<file path="config.mk">
export PLATFORM = sky130hd
export DESIGN_NAME = viterbi_acs_flat
export DESIGN_NICKNAME = d
export VERILOG_FILES = /design/src/rtl/viterbi_pkg.sv /design/src/rtl/viterbi_acs_if.sv /design/src/rtl/viterbi_bmu.sv /design/src/rtl/viterbi_acs.sv /design/src/flat_wrapper.sv
export SDC_FILE = /design/constraint.sdc
export NUM_CORES = 1
export LEC_CHECK = 0
export ABC_AREA = 1
export CAP_MARGIN = 25
export CORE_MARGIN = 8
export CORE_UTILIZATION = 36
export DETAILED_ROUTE_END_ITERATION = 7
export MAX_ROUTING_LAYER = met4
export PLACE_DENSITY_LB_ADDON = 0.05
export SLEW_MARGIN = 20
export SYNTH_ARGS = -nofsm -noshare
export SYNTH_HDL_FRONTEND = slang
export SYNTH_SLANG_ARGS = --single-unit
</file>
<file path="constraint.sdc">
create_clock -name clk -period 5.8 [get_ports clk]
set_input_delay 1.16 -clock clk [delete_from_list [all_inputs] [get_ports clk]]
set_output_delay 1.16 -clock clk [all_outputs]
set_load 0.1 [all_outputs]
</file>
<file path="src/rtl/viterbi_pkg.sv">
// viterbi_pkg: trellis constants and helpers for the K=3, rate-1/2 (7,5) Viterbi decoder.
package viterbi_pkg;
  localparam int K = 3;
  localparam int NUM_STATES = 4;
  localparam logic [2:0] G0 = 3'b111;
  localparam logic [2:0] G1 = 3'b101;
  typedef logic [1:0] state_t;
  function automatic state_t next_state(state_t s, logic u);
    return {u, s[1]};
  endfunction
  function automatic logic [1:0] coded_bits(state_t s, logic u);
    return {^({u, s} & G0), ^({u, s} & G1)};
  endfunction
endpackage

</file>
<file path="src/rtl/viterbi_acs_if.sv">
// viterbi_acs_if: symbol-pair input and decision-word output streams of the ACS stage.
interface viterbi_acs_if #(
  parameter int SYM_W = 8,
  parameter int PM_W  = 11
);
  logic             in_valid, in_ready, in_first, in_last;
  logic [SYM_W-1:0] in_sym0, in_sym1;
  logic             out_valid, out_ready, out_last;
  logic [3:0]       out_dec;
  logic [1:0]       out_best;
  logic [15:0]      out_step;
  logic [4*PM_W-1:0] out_pm;
  modport master (
    output in_valid, in_first, in_last, in_sym0, in_sym1, out_ready,
    input  in_ready, out_valid, out_last, out_dec, out_best, out_step, out_pm
  );
  modport slave (
    input  in_valid, in_first, in_last, in_sym0, in_sym1, out_ready,
    output in_ready, out_valid, out_last, out_dec, out_best, out_step, out_pm
  );
endinterface

</file>
<file path="src/rtl/viterbi_bmu.sv">
// viterbi_bmu: branch metrics for the four {c0,c1} hypotheses of one sign-magnitude symbol pair.
module viterbi_bmu #(
  parameter int SYM_W = 8
) (
  input  logic [SYM_W-1:0]            sym0,
  input  logic [SYM_W-1:0]            sym1,
  output logic [3:0][SYM_W-1:0]       bm
);
  logic [1:0][SYM_W-1:0] cost0, cost1;
  // A negative symbol votes for bit 0, so it only costs its magnitude when bit 1 is expected.
  always_comb begin
    cost0[0] = sym0[SYM_W-1] ? '0 : {1'b0, sym0[SYM_W-2:0]};
    cost0[1] = sym0[SYM_W-1] ? {1'b0, sym0[SYM_W-2:0]} : '0;
    cost1[0] = sym1[SYM_W-1] ? '0 : {1'b0, sym1[SYM_W-2:0]};
    cost1[1] = sym1[SYM_W-1] ? {1'b0, sym1[SYM_W-2:0]} : '0;
  end
  for (genvar i = 0; i < 4; i++) begin : g_bm
    assign bm[i] = cost0[i/2] + cost1[i%2];
  end
endmodule

</file>
<file path="src/rtl/viterbi_acs.sv">
// viterbi_acs: 4-state add-compare-select with renormalised path metrics and a
// registered decision word behind a valid/ready handshake.
module viterbi_acs
  import viterbi_pkg::*;
#(
  parameter int SYM_W = 8,
  parameter int PM_W  = 11
) (
  input logic         clk,
  input logic         rst_n,
  viterbi_acs_if.slave bus
);
  localparam logic [PM_W-1:0] INIT = PM_W'(1) << (PM_W - 2);
  localparam logic [3:0][PM_W-1:0] PM_INIT = {INIT, INIT, INIT, {PM_W{1'b0}}};
  logic [3:0][SYM_W-1:0] bm;
  logic [3:0][PM_W-1:0]  src, cand0, cand1, pm_new, pm_rn, pm_d, pm_q;
  logic [3:0]            dec_new, dec_d, dec_q;
  logic [1:0]            b01, b23, best_rn, best_d, best_q;
  logic [15:0]           step_d, step_q;
  logic                  valid_d, valid_q, last_d, last_q, accept, renorm;

  viterbi_bmu #(.SYM_W(SYM_W)) u_bmu (.sym0(bus.in_sym0), .sym1(bus.in_sym1), .bm(bm));

  assign src = bus.in_first ? PM_INIT : pm_q;

  // Lane n: predecessors {n[0],0} and {n[0],1}, both entered with input bit u = n[1].
  for (genvar n = 0; n < NUM_STATES; n++) begin : g_acs
    localparam state_t P0 = state_t'((n % 2) * 2);
    localparam state_t P1 = state_t'((n % 2) * 2 + 1);
    localparam logic   U  = 1'(n / 2);
    localparam logic [1:0] B0 = coded_bits(P0, U);
    localparam logic [1:0] B1 = coded_bits(P1, U);
    assign cand0[n]   = src[P0] + PM_W'(bm[B0]);
    assign cand1[n]   = src[P1] + PM_W'(bm[B1]);
    assign dec_new[n] = cand1[n] < cand0[n];
    assign pm_new[n]  = dec_new[n] ? cand1[n] : cand0[n];
  end

  always_comb begin
    renorm = pm_new[0][PM_W-1] & pm_new[1][PM_W-1] & pm_new[2][PM_W-1] & pm_new[3][PM_W-1];
    for (int s = 0; s < NUM_STATES; s++)
      pm_rn[s] = renorm ? {1'b0, pm_new[s][PM_W-2:0]} : pm_new[s];
    b01     = pm_rn[1] < pm_rn[0] ? 2'd1 : 2'd0;
    b23     = pm_rn[3] < pm_rn[2] ? 2'd3 : 2'd2;
    best_rn = pm_rn[b23] < pm_rn[b01] ? b23 : b01;
  end

  assign bus.in_ready = !valid_q || bus.out_ready;
  assign accept       = bus.in_valid && bus.in_ready;

  always_comb begin
    valid_d = accept ? 1'b1 : (bus.out_ready ? 1'b0 : valid_q);
    pm_d    = accept ? pm_rn : pm_q;
    dec_d   = accept ? dec_new : dec_q;
    best_d  = accept ? best_rn : best_q;
    last_d  = accept ? bus.in_last : last_q;
    step_d  = accept ? (bus.in_first ? 16'd0 : step_q + 16'd1) : step_q;
  end

  always_ff @(posedge clk or negedge rst_n) begin
    if (!rst_n) begin
      valid_q <= 1'b0;
      pm_q    <= PM_INIT;
      dec_q   <= '0;
      best_q  <= '0;
      last_q  <= 1'b0;
      step_q  <= '0;
    end else begin
      valid_q <= valid_d;
      pm_q    <= pm_d;
      dec_q   <= dec_d;
      best_q  <= best_d;
      last_q  <= last_d;
      step_q  <= step_d;
    end
  end

  assign bus.out_valid = valid_q;
  assign bus.out_pm    = pm_q;
  assign bus.out_dec   = dec_q;
  assign bus.out_best  = best_q;
  assign bus.out_last  = last_q;
  assign bus.out_step  = step_q;
endmodule

</file>
<file path="src/flat_wrapper.sv">
// flat-port wrapper written by rule: the top's interface ports become plain ports
module viterbi_acs_flat import viterbi_pkg::*;
#(
  parameter int SYM_W = 8,
  parameter int PM_W  = 11
)
  (clk, rst_n, bus_in_valid, bus_in_first, bus_in_last, bus_in_sym0, bus_in_sym1, bus_out_ready, bus_in_ready, bus_out_valid, bus_out_last, bus_out_dec, bus_out_best, bus_out_step, bus_out_pm);
  viterbi_acs_if #(.SYM_W(SYM_W), .PM_W(PM_W)) bus_i ();
  input logic clk;
  input logic rst_n;
  input wire logic [$bits(bus_i.in_valid)-1:0] bus_in_valid;
  input wire logic [$bits(bus_i.in_first)-1:0] bus_in_first;
  input wire logic [$bits(bus_i.in_last)-1:0] bus_in_last;
  input wire logic [$bits(bus_i.in_sym0)-1:0] bus_in_sym0;
  input wire logic [$bits(bus_i.in_sym1)-1:0] bus_in_sym1;
  input wire logic [$bits(bus_i.out_ready)-1:0] bus_out_ready;
  output wire logic [$bits(bus_i.in_ready)-1:0] bus_in_ready;
  output wire logic [$bits(bus_i.out_valid)-1:0] bus_out_valid;
  output wire logic [$bits(bus_i.out_last)-1:0] bus_out_last;
  output wire logic [$bits(bus_i.out_dec)-1:0] bus_out_dec;
  output wire logic [$bits(bus_i.out_best)-1:0] bus_out_best;
  output wire logic [$bits(bus_i.out_step)-1:0] bus_out_step;
  output wire logic [$bits(bus_i.out_pm)-1:0] bus_out_pm;
  assign bus_i.in_valid = bus_in_valid;
  assign bus_i.in_first = bus_in_first;
  assign bus_i.in_last = bus_in_last;
  assign bus_i.in_sym0 = bus_in_sym0;
  assign bus_i.in_sym1 = bus_in_sym1;
  assign bus_i.out_ready = bus_out_ready;
  assign bus_in_ready = bus_i.in_ready;
  assign bus_out_valid = bus_i.out_valid;
  assign bus_out_last = bus_i.out_last;
  assign bus_out_dec = bus_i.out_dec;
  assign bus_out_best = bus_i.out_best;
  assign bus_out_step = bus_i.out_step;
  assign bus_out_pm = bus_i.out_pm;
  viterbi_acs #(.SYM_W(SYM_W), .PM_W(PM_W)) u_core (.clk(clk), .rst_n(rst_n), .bus(bus_i));
endmodule
</file>
# Yosys cells after proc, flatten, opt, wreduce, memory -nomap -nowiden
# Index checks and enable logic that the tools add are counted.
classes:
  add_sub_neg: 13
  n_lt_le_gt_ge: 9
  mux: 23
  bitwise: 3
  n_reduce_logical: 4
ops:
  columns: ["op", "n"]
  rows:
  - ["11-bit two-way mux", 10]
  - ["11-bit by 8-bit adder with 11-bit output", 8]
  - ["11-bit less-than comparator", 7]
  - ["11-bit binary-select mux with 2-bit select", 2]
  - ["44-bit two-way mux", 1]
  - ["7-bit two-way mux", 4]
  - ["16-bit by 1-bit adder with 16-bit output (second input constant)", 1]
  - ["7-bit by 7-bit adder with 8-bit output", 2]
  - ["8-bit by 7-bit adder with 8-bit output", 2]
  - ["16-bit two-way mux", 1]
  - ["2-bit by 3-bit less-than comparator with 1-bit output (second input constant)", 2]
  - ["1-bit two-way mux", 4]
  - ["1-bit bitwise AND", 3]
  - ["2-bit two-way mux", 1]
  - ["2-bit nonzero test", 1]
  - ["1-bit logical AND", 1]
  - ["1-bit zero test", 1]
  - ["1-bit logical OR", 1]
totals:
  ff_bits: 68
  input_bits: 22
  elab_cells: 61

# Depth between registers and ports, before layout
# Gate-level depths: netlist of the first run.
depth:
  depth_word: 15
  mapped_depth: 55

# Hierarchy
# A second synthesis of the first run with hierarchy kept.
hier_totals:
  hier_cells: 1594
  area_unflattened_um2: 9864.5
modules_own_cells:
  columns: ["module", "instances", "cells_each", "area_each_um2"]
  rows:
  - ["viterbi_acs", 1, 1311, 8365.5]
  - ["viterbi_bmu", 1, 283, 1498.9]

# Worst setup path after synthesis of the first run
# No wires, ideal clock.
synth_timing:
  path_type: "input to register"
  start: "input port bus_in_sym1[7]"
  end: "register u_core.best_q[0], in the netlist u_core.bus.out_best[0]"
  setup_time_ns: 0.120
  t_arrival_ns: 7.504
  slack_ns: -1.824
  cell_stages: 47
  path_cell_list: "buf_6 > inv_1 > nand2_1 > nor2_1 > nor2_1 > ha_1 > or2_2 > xor2_1 > inv_1 > ha_1 > inv_1 > o31ai_1 > a21oi_1 > nor2_1 > nor2_1 > o31ai_1 > nand2_1 > nand2_1 > [... 11 more ...] > o21ai_0 > ha_1 > a21oi_1 > nor2_1 > a211oi_1 > o221a_2 > nand2_1 > inv_1 > clkbuf_1 > o21ai_0 > ha_1 > a21oi_1 > nor2_1 > a211oi_1 > o221a_2 > nand3_1 > nand3_1 > nand2_1"
synth_lines:
  columns: ["item", "line_no", "rtl"]
  rows:
  - ["from (decl)", "flat_wrapper.sv:15", "input wire logic [$bits(bus_i.in_sym1)-1:0] bus_in_sym1;"]
  - ["to (signal assigned)", "viterbi_acs.sv:72", "best_q <= best_d;"]
  - ["to (decl)", "viterbi_acs.sv:18", "logic [1:0] b01, b23, best_rn, best_d, best_q;"]

==> run summary, run 1 <==
### Detailed routing
- routed length per placed instance: 16.1 microns
- Pre-Repair DR Iteration Count: 5
- post-detailed-routing wire length: 37600 microns
- total via count after detailed routing: 11200
- remaining routing DRC violations: 0
- initial drt markers: 632
- number of vias per cell after detailed routing: 4.78
- number of routed nets with antenna violations: 0

### Yosys
- synthesized cell area: 0.00931 sq mm
- Cell variety after synth: 47
- cell count after synthesis: 1403
- synth warn: 0
- syn nets: 1582
- commonest register cell after synthesis: sky130_fd_sc_hd__dfrtp_1
- flop and latch count out of synthesis: 68
- post-synthesis average cell area: 6.63 sq um
- async set-or-reset flop fraction in the synthesized netlist: 1.00
- number of synthesized flops with an enable pin: 0
- sequential cell area fraction in the yosys report: 0.183

### Layout
- share of layout cells above drive strength 1: 0.420
- number of nets in the layout: 2174
- Area Growth Syn to Fin: 75.3%
- # diodes: 0
- leading cell type in the layout, fill and taps excluded: sky130_fd_sc_hd__buf_4
- Post-Route Utilization: 0.635
- number of fill cells: 2330
- commonest non-fill, non-tap cells in the layout: sky130_fd_sc_hd__buf_4 (491), sky130_fd_sc_hd__nand2_1 (299), sky130_fd_sc_hd__inv_1 (191), sky130_fd_sc_hd__ha_1 (115), sky130_fd_sc_hd__o21ai_0 (85)

### CTS
- TritonCTS clock tree: built
- clock tree root driver cell: sky130_fd_sc_hd__clkbuf_16
- CTS Buf Count: 9
- clock buffer depth: 2
- CTS clock-pin slew for the worst setup and hold paths: 0.07 ns
- sink count of the clock tree: 68
- hold bufs inserted after CTS: 0
- count of H-tree levels built during CTS: 3
- clock latency on the worst-skew pair: 0.35 ns

### Timing
- final critical-path share of the clock period: 1.25
- clk_skew: 0.0108 ns
- final critical path time including I/O delays and setup: 7.27 ns
- Setup TNS: -4.16 ns
- upper clock frequency limit: 137 MHz
- setup repair after global routing missed its margin: true
- number of endpoints with negative hold slack in the final report: 0
- number of pins with negative max-slew slack in the final report: 0
- Slew Limit Headroom: 0.325
- worst setup slack after layout: -1.47 ns
- Worst-Margin Slew: 1.01 ns
- final setup vio count: 3

### Worst setup path
- highest-delay cell along the critical path: sky130_fd_sc_hd__a2111oi_4
- launch instance of the worst register-to-register path: u_core.bus.out_pm[22]
- data required time of the worst path: 6.05 ns
- Critical R2R Capture: u_core.bus.out_best[0]
- category of the worst setup path capture point: flip-flop
- kind of start point of the critical path: input pin
- category of the most critical setup path: in -> reg
- arrival time reported for the critical path endpoint: 7.52 ns
- flop2flop setup slack: -0.44 ns
- most used cell along the critical path: sky130_fd_sc_hd__buf_6
- crit path max fanout: 7
- family of cells with the greatest summed delay on the critical path: compound AO/OA/AOI/OAI gates
- CP peak stage delay: 0.39 ns
- sum of buffers and inverters on the critical path: 11
- logic depth of the worst register-to-register path: 42

### Floorplan
- total I/O pin count: 91
- Die Y: 177 microns
- area of the core region: 0.0257 sq mm
- initial cell density of the core: 0.362
- number of placement rows: 59
- Die Footprint: 0.0313 sq mm
- die outline width: 177 microns

### Outcome
- failing checks: setup timing
- outcome: finished, violations left

### Hold path
- min-delay src: u_core.bus.out_step[15]
- hold worst-path end: u_core.bus.out_step[15]
- hold-critical path depth: 1
- path category of the worst min-delay check: reg -> reg

### Placed design
- total half-perimeter wirelength after legalization and detailed placement: 29600 microns
- number of I/O port buffers: 90
- placer congestion estimate: 0.912

### GRT
- global route overflow: 0
- antenna violations before repair: 0
- first-pass GRT wire length: 58800 microns
- overall routing resource usage: 0.246
- pin count of the biggest net entering global routing: 80
- number of global-route vias before repair: 11300

### Run
- max-capacitance violation count: 0

[per-stage QoR]
step	setup WS, ns	hold WS (ns)	cells	cell area (sq um)
6_report	-1.47	0.477	2335	16300
5_1_grt	-1.91	0.504	2335	16300
4_1_cts	-1.32	0.479	2317	15700
3_5_place_dp	-2.94	0.470	2221	13900
3_3_place_gp	-2.84	0.457	2221	13900
2_1_floorplan	-1.25	0.721	1403	9580
[logic make-up after synthesis]
family,share of synthesized area
AO/OA/AOI/OAI,0.170
buffers and inverters,0.104
AND/OR/NAND/NOR,0.247
adder cells (fa/ha/maj),0.219
flip-flops,0.183
XOR/XNOR,0.0770
[synth_stat cells (2+ instances only)]
library cell	count	area, sq um
sky130_fd_sc_hd__nor2_1	106	398
sky130_fd_sc_hd__nor3_1	13	65.1
sky130_fd_sc_hd__nor2_2	4	25.0
sky130_fd_sc_hd__o31ai_1	4	30.0
sky130_fd_sc_hd__a211oi_1	6	45.0
sky130_fd_sc_hd__nand2_4	2	22.5
sky130_fd_sc_hd__o21ai_1	8	40.0
sky130_fd_sc_hd__nand4_1	7	43.8
sky130_fd_sc_hd__clkinv_1	2	7.51
sky130_fd_sc_hd__nor2_4	2	22.5
sky130_fd_sc_hd__xnor2_1	21	184
sky130_fd_sc_hd__buf_2	3	15.0
sky130_fd_sc_hd__dfstp_2	3	78.8
sky130_fd_sc_hd__o211ai_1	4	30.0
sky130_fd_sc_hd__o21ai_0	138	691
sky130_fd_sc_hd__inv_1	217	815
sky130_fd_sc_hd__xor2_1	59	517
sky130_fd_sc_hd__o21a_1	2	15.0
sky130_fd_sc_hd__nand2_1	340	1280
sky130_fd_sc_hd__nand2_2	16	100
sky130_fd_sc_hd__fa_1	10	200
sky130_fd_sc_hd__o21ai_2	2	17.5
sky130_fd_sc_hd__nand3_1	62	310
sky130_fd_sc_hd__o21bai_1	11	82.6
sky130_fd_sc_hd__inv_2	5	18.8
sky130_fd_sc_hd__a21oi_1	92	460
sky130_fd_sc_hd__clkbuf_1	22	82.6
sky130_fd_sc_hd__or2_2	3	18.8
sky130_fd_sc_hd__a21oi_2	2	17.5
sky130_fd_sc_hd__a22o_1	2	17.5
sky130_fd_sc_hd__o221a_2	2	22.5
sky130_fd_sc_hd__ha_1	147	1840
sky130_fd_sc_hd__dfrtp_1	65	1630
sky130_fd_sc_hd__a31oi_1	8	50.1
[worst register-to-register path: cells and delay by family, from the launching register on]
family	cells	cell delay [ns]
AOI/OAI and AO/OA	13	2.09
DFF	1	0.36
and+or+nand+nor	14	1.21
adders and majority gates	5	1.23
buffers and inverters	9	0.99
xor gates and xnor gates	1	0.27
[state kept, by name, indices dropped and copies added, names as in the netlist]
| signal | cells |
|---|---|
| u_core.bus.out_valid | 1 |
| u_core.bus.out_dec | 4 |
| u_core.bus.out_best | 2 |
| u_core.bus.out_step | 16 |
| u_core.bus.out_last | 1 |
| u_core.bus.out_pm | 44 |
[repair_timing]
action,CTS,global route
gates resized for setup,264,107
setup endpoints to repair,36,6
buffers inserted,76,19
cloned,6,0
pin swaps,117,85
[how the worst max path moves through the flow]
stage	from	to	slack [ns]	cells after the start
after floorplan	bus_in_sym1[7]	u_core.bus.out_best[0]	-1.25	42
after CTS	bus_in_sym1[7]	u_core.bus.out_best[0]	-1.32	49
final	bus_in_sym0[1]	u_core.bus.out_best[0]	-1.47	49
after detailed placement	bus_in_sym1[7]	u_core.bus.out_best[0]	-2.94	45
after global routing	bus_in_sym1[4]	u_core.bus.out_best[0]	-1.91	45
after global placement	bus_in_sym0[7]	u_core.bus.out_best[0]	-2.84	46
[metal layers]
layer  track usage  share of wire  vias to the layer above
li1              -              -                     5762
met1         0.312           0.46                     5145
met2         0.404           0.47                      185
met3        0.0192          0.032                       68
met4        0.0886          0.037                        0
met5             -              0                        -
[area by class of cell]
class	count	area, sq um	area share
clock inverter	7	52.6	0.00322
inverter	225	872	0.0534
tap	335	419	0.0257
multi-input combinational	1085	8170	0.501
timing repair inverter	2	15.0	0.000920
sequential	68	1710	0.105
timing repair buffer	604	4860	0.298
clock buffer	9	225	0.0138
Power of run 1 is not shown: default switching activity piles up to over one toggle a cycle in this logic, so the estimate is an artifact.
==> run 2, diff against run 1 <==
clock period = 9.4 ns   (was 5.8 ns; I/O delays follow)
==> run summary, run 2 (synthesized netlist as in run 1, its figures left out) <==
### Outcome
- outcome: complete, no violations

### CTS
- TritonCTS clock tree: built
- CTS Buf Count: 9
- clock latency on the worst-skew pair: 0.37 ns
- clock buffer depth: 2
- CTS clock-pin slew for the worst setup and hold paths: 0.06 ns
- sink count of the clock tree: 68
- clock tree root driver cell: sky130_fd_sc_hd__clkbuf_16
- count of H-tree levels built during CTS: 3

### Worst setup path
- highest-delay cell along the critical path: sky130_fd_sc_hd__clkdlybuf4s50_1
- arrival time reported for the critical path endpoint: 9.00 ns
- kind of start point of the critical path: input pin
- crit path max fanout: 6
- CP peak stage delay: 0.50 ns
- data required time of the worst path: 9.65 ns
- category of the most critical setup path: in -> reg
- most used cell along the critical path: sky130_fd_sc_hd__nand2_1
- category of the worst setup path capture point: flip-flop

### Timing
- final setup vio count: 0
- final critical-path share of the clock period: 0.932
- Slew Limit Headroom: 0.327
- Setup TNS: 0 ns
- number of pins with negative max-slew slack in the final report: 0
- final critical path time including I/O delays and setup: 8.76 ns
- clk_skew: 0.0131 ns
- Worst-Margin Slew: 1.01 ns
- number of endpoints with negative hold slack in the final report: 0
- WHS: 0.471 ns
- upper clock frequency limit: 114 MHz

### GRT
- first-pass GRT wire length: 49500 microns
- global route overflow: 0
- overall routing resource usage: 0.208
- antenna violations before repair: 0
- number of global-route vias before repair: 9110
- pin count of the biggest net entering global routing: 83

### Floorplan
- Die Y: 177 microns
- total I/O pin count: 91
- area of the core region: 0.0257 sq mm
- initial cell density of the core: 0.362
- number of placement rows: 59
- Die Footprint: 0.0313 sq mm
- die outline width: 177 microns

### Layout
- Area Growth Syn to Fin: 24.1%
- # diodes: 0
- number of flip-flops in the largest register: 44
- number of nets in the layout: 1739
- share of layout cells above drive strength 1: 0.104
- leading cell type in the layout, fill and taps excluded: sky130_fd_sc_hd__nand2_1
- number of fill cells: 2745
- register cell area after layout: 0.00171 sq mm
- multi-input gate area in the final layout: 0.00672 sq mm
- commonest non-fill, non-tap cells in the layout: sky130_fd_sc_hd__nand2_1 (337), sky130_fd_sc_hd__inv_1 (214), sky130_fd_sc_hd__ha_1 (145), sky130_fd_sc_hd__o21ai_0 (129), sky130_fd_sc_hd__nor2_1 (104)

### Detailed routing
- number of routed nets with antenna violations: 0
- number of vias per cell after detailed routing: 4.87
- Pre-Repair DR Iteration Count: 4
- total via count after detailed routing: 9256
- routed length per placed instance: 16.4 microns
- remaining routing DRC violations: 0
- post-detailed-routing wire length: 31100 microns
- initial drt markers: 639

### Placed design
- number of I/O port buffers: 90
- placer congestion estimate: 0.934
- total half-perimeter wirelength after legalization and detailed placement: 26400 microns

### Run
- max-capacitance violation count: 0

### Hold path
- path category of the worst min-delay check: reg -> reg

-- run 2: cell count changes in the layout (fill, tap and decap cells not counted), moves of 20 or more --
cell,before,now
sky130_fd_sc_hd__ha_4,30,0
sky130_fd_sc_hd__inv_1,191,214
sky130_fd_sc_hd__nor2_1,79,104
sky130_fd_sc_hd__buf_4,491,81
sky130_fd_sc_hd__buf_6,20,0
sky130_fd_sc_hd__nand2_1,299,337
sky130_fd_sc_hd__a21oi_2,36,2
sky130_fd_sc_hd__nand2_2,45,17
sky130_fd_sc_hd__a21oi_1,54,92
sky130_fd_sc_hd__ha_1,115,145
sky130_fd_sc_hd__o21ai_0,85,129
-- run 2: through the flow --
step | utilization | area [sq um] | worst slack [ns] | std cells
2_1_floorplan | - | 9310 | 1.06 | 1403
3_3_place_gp | 0.432 | 11100 | -0.185 | 1879
3_5_place_dp | 0.432 | 11100 | -0.180 | 1879
4_1_cts | 0.444 | 11400 | 0.164 | 1895
5_1_grt | 0.450 | 11500 | -0.0169 | 1900
6_report | 0.450 | 11500 | 0.644 | 1900
-- run 2: final cells by class --
type	instances	share of cell area
Clock buffer	9	0.0195
Clock inverter	7	0.00693
Inverter	225	0.0737
Multi-Input combinational cell	1083	0.581
Sequential cell	68	0.148
Tap cell	335	0.0363
Timing Repair Buffer	172	0.134
Timing Repair inverter	1	0.000650
-- run 2: metal layers --
| layer | wire (microns) | GRT usage |
|---|---|---|
| met5 | 0 | - |
| met4 | 539 | 0.0588 |
| met3 | 1030 | 0.0198 |
| met2 | 14100 | 0.332 |
| met1 | 15400 | 0.277 |
-- run 2: critical path, delay by kind of cell --
family | cells | cell delay [ns]
compound gates | 10 | 1.78
xor+xnor | 1 | 0.50
fa+ha+maj | 7 | 2.00
buf+inv | 7 | 1.03
simple gates | 21 | 1.79
-- run 2: what timing repair did --
action	CTS	global route
hold buffers	0	0
gates resized for setup	0	33
setup buffers	0	2
endpoints found under the setup margin	0	2
-- run 2: worst paths after layout --
kind / start / endpoint / slack, ns / cells past startpoint
max: bus_in_sym0[0] / u_core.bus.out_best[0] / 0.64 / 46
min: u_core.bus.out_step[15] / u_core.bus.out_step[15] / 0.47 / 1
max reg2reg: u_core.bus.out_pm[33] / u_core.bus.out_best[0] / 2.85 / 38
min reg2reg: u_core.bus.out_step[15] / u_core.bus.out_step[15] / 0.47 / 1
max in group asynchronous: rst_n / u_core.bus.out_pm[20] / 7.38 / 2
min in group asynchronous: rst_n / u_core.bus.out_pm[39] / 1.39 / 1
Power of run 2 is left out for the same reason.
==> run 3, diff against run 2 <==
GPL_ROUTABILITY_DRIVEN = 0   (was not set)
SLEW_MARGIN = not set   (was 20)
==> run summary, run 3 (synthesized netlist as in run 1, its figures left out) <==
### Outcome
- outcome: complete, no violations

### Layout
- Post-Route Utilization: 0.449
- leading cell type in the layout, fill and taps excluded: sky130_fd_sc_hd__nand2_1
- post-layout instance count excluding filler cells: 1899
- # diodes: 0
- share of layout cells above drive strength 1: 0.104
- number of flip-flops in the largest register: 44
- register cell area after layout: 0.00171 sq mm
- number of nets in the layout: 1738
- commonest non-fill, non-tap cells in the layout: sky130_fd_sc_hd__nand2_1 (336), sky130_fd_sc_hd__inv_1 (214), sky130_fd_sc_hd__ha_1 (147), sky130_fd_sc_hd__o21ai_0 (125), sky130_fd_sc_hd__nor2_1 (104)
- number of fill cells: 2697
- Area Growth Syn to Fin: 24.0%
- multi-input gate area in the final layout: 0.00672 sq mm
- Non-Filler Cell Area, Final: 0.0115 sq mm

### Run
- max-capacitance violation count: 0

### Timing
- setup repair after global routing missed its margin: false
- Slew Limit Headroom: 0.318
- clk_skew: 0.0144 ns
- number of endpoints with negative hold slack in the final report: 0
- number of pins with negative max-slew slack in the final report: 0
- WHS: 0.485 ns
- final setup vio count: 0
- final critical path time including I/O delays and setup: 8.82 ns
- final critical-path share of the clock period: 0.938
- Worst-Margin Slew: 1.02 ns
- upper clock frequency limit: 113 MHz

### Floorplan
- total I/O pin count: 91
- number of placement rows: 59
- initial cell density of the core: 0.362
- Die Footprint: 0.0313 sq mm
- Die Y: 177 microns
- die outline width: 177 microns
- area of the core region: 0.0257 sq mm

### Worst setup path
- arrival time reported for the critical path endpoint: 9.10 ns
- kind of start point of the critical path: input pin
- data required time of the worst path: 9.68 ns
- CP peak stage delay: 0.42 ns
- category of the worst setup path capture point: flip-flop
- highest-delay cell along the critical path: sky130_fd_sc_hd__clkdlybuf4s50_1
- most used cell along the critical path: sky130_fd_sc_hd__nand2_1
- category of the most critical setup path: in -> reg
- crit path max fanout: 7

### Detailed routing
- post-detailed-routing wire length: 31300 microns
- initial drt markers: 477
- routed length per placed instance: 16.5 microns
- remaining routing DRC violations: 0
- number of routed nets with antenna violations: 0
- total via count after detailed routing: 9351
- Pre-Repair DR Iteration Count: 5
- number of vias per cell after detailed routing: 4.92

### GRT
- grt peak-use layer: met2
- antenna violations before repair: 0
- Global Route met3 Usage: 0.0237
- met1 Resource Use GR: 0.273
- number of global-route vias before repair: 8857
- global route overflow: 0
- pin count of the biggest net entering global routing: 83
- met2 Use GR: 0.328
- overall routing resource usage: 0.207
- first-pass GRT wire length: 49100 microns

### CTS
- clock tree root driver cell: sky130_fd_sc_hd__clkbuf_16
- CTS clock-pin slew for the worst setup and hold paths: 0.06 ns
- CTS Buf Count: 9
- clock buffer depth: 2
- hold bufs inserted after CTS: 0
- TritonCTS clock tree: built
- clock latency on the worst-skew pair: 0.35 ns
- sink count of the clock tree: 68
- count of H-tree levels built during CTS: 3

### Placed design
- Placement Cell Area: 0.0111 sq mm
- post-placement cell count: 1875
- total half-perimeter wirelength after legalization and detailed placement: 26200 microns
- number of I/O port buffers: 90

### Hold path
- path category of the worst min-delay check: reg -> reg

==> run 3: changes by cell type in the layout (fill, tap and decap cells not counted), sizes merged <==
cell / change
clkinv: +2
inv: -2
clkinvlp: +1
buf: -2
==> run 3: cell type report <==
| type | instances | share of cell area |
|---|---|---|
| Tap cell | 335 | 0.0363 |
| Sequential cell | 68 | 0.148 |
| Timing Repair inverter | 2 | 0.00130 |
| Clock buffer | 9 | 0.0195 |
| Multi-Input combinational cell | 1083 | 0.582 |
| Inverter | 225 | 0.0740 |
| Clock inverter | 7 | 0.00726 |
| Timing Repair Buffer | 170 | 0.132 |
==> run 3: repair_timing <==
item / in CTS / in global routing
buffers inserted: 0 / 5
gates resized for setup: 0 / 38
setup endpoints to repair: 0 / 2
==> run 3: routing by layer <==
layer  wire length [microns]  vias to the layer above
met5                       0                        -
met4                     743                        0
met3                    1200                       42
met2                   14100                      193
met1                   15200                     4226
li1                        -                     4890
==> run 3: per-stage QoR <==
step / setup WS, ns / TNS (ns)
floorplan: 1.06 / 0
global placement: -0.110 / -0.155
global route: 0.000198 / 0
finish: 0.579 / 0
CTS: 0.125 / 0
detailed placement: -0.201 / -0.303
==> run 3: worst paths after layout <==
check / start / endpoint / slack [ns] / cells after the start
setup / recovery: bus_in_sym1[0] / u_core.bus.out_best[0] / 0.58 / 46
hold / removal: u_core.bus.out_step[15] / u_core.bus.out_step[15] / 0.48 / 1
setup reg to reg: u_core.bus.out_pm[22] / u_core.bus.out_best[0] / 2.81 / 40
hold reg to reg: u_core.bus.out_step[15] / u_core.bus.out_step[15] / 0.48 / 1
max in group asynchronous: rst_n / u_core.bus.out_pm[20] / 7.47 / 2
min in group asynchronous: rst_n / u_core.bus.out_pm[39] / 1.33 / 1
==> run 3: worst max-delay path, delay by kind of cell <==
family / cells / cell delay (ns)
compound gates: 13 / 2.33
xor+xnor: 1 / 0.20
fa+ha+maj: 6 / 1.84
buf+inv: 8 / 1.43
simple gates: 18 / 1.42
Power of run 3 is left out for the same reason.
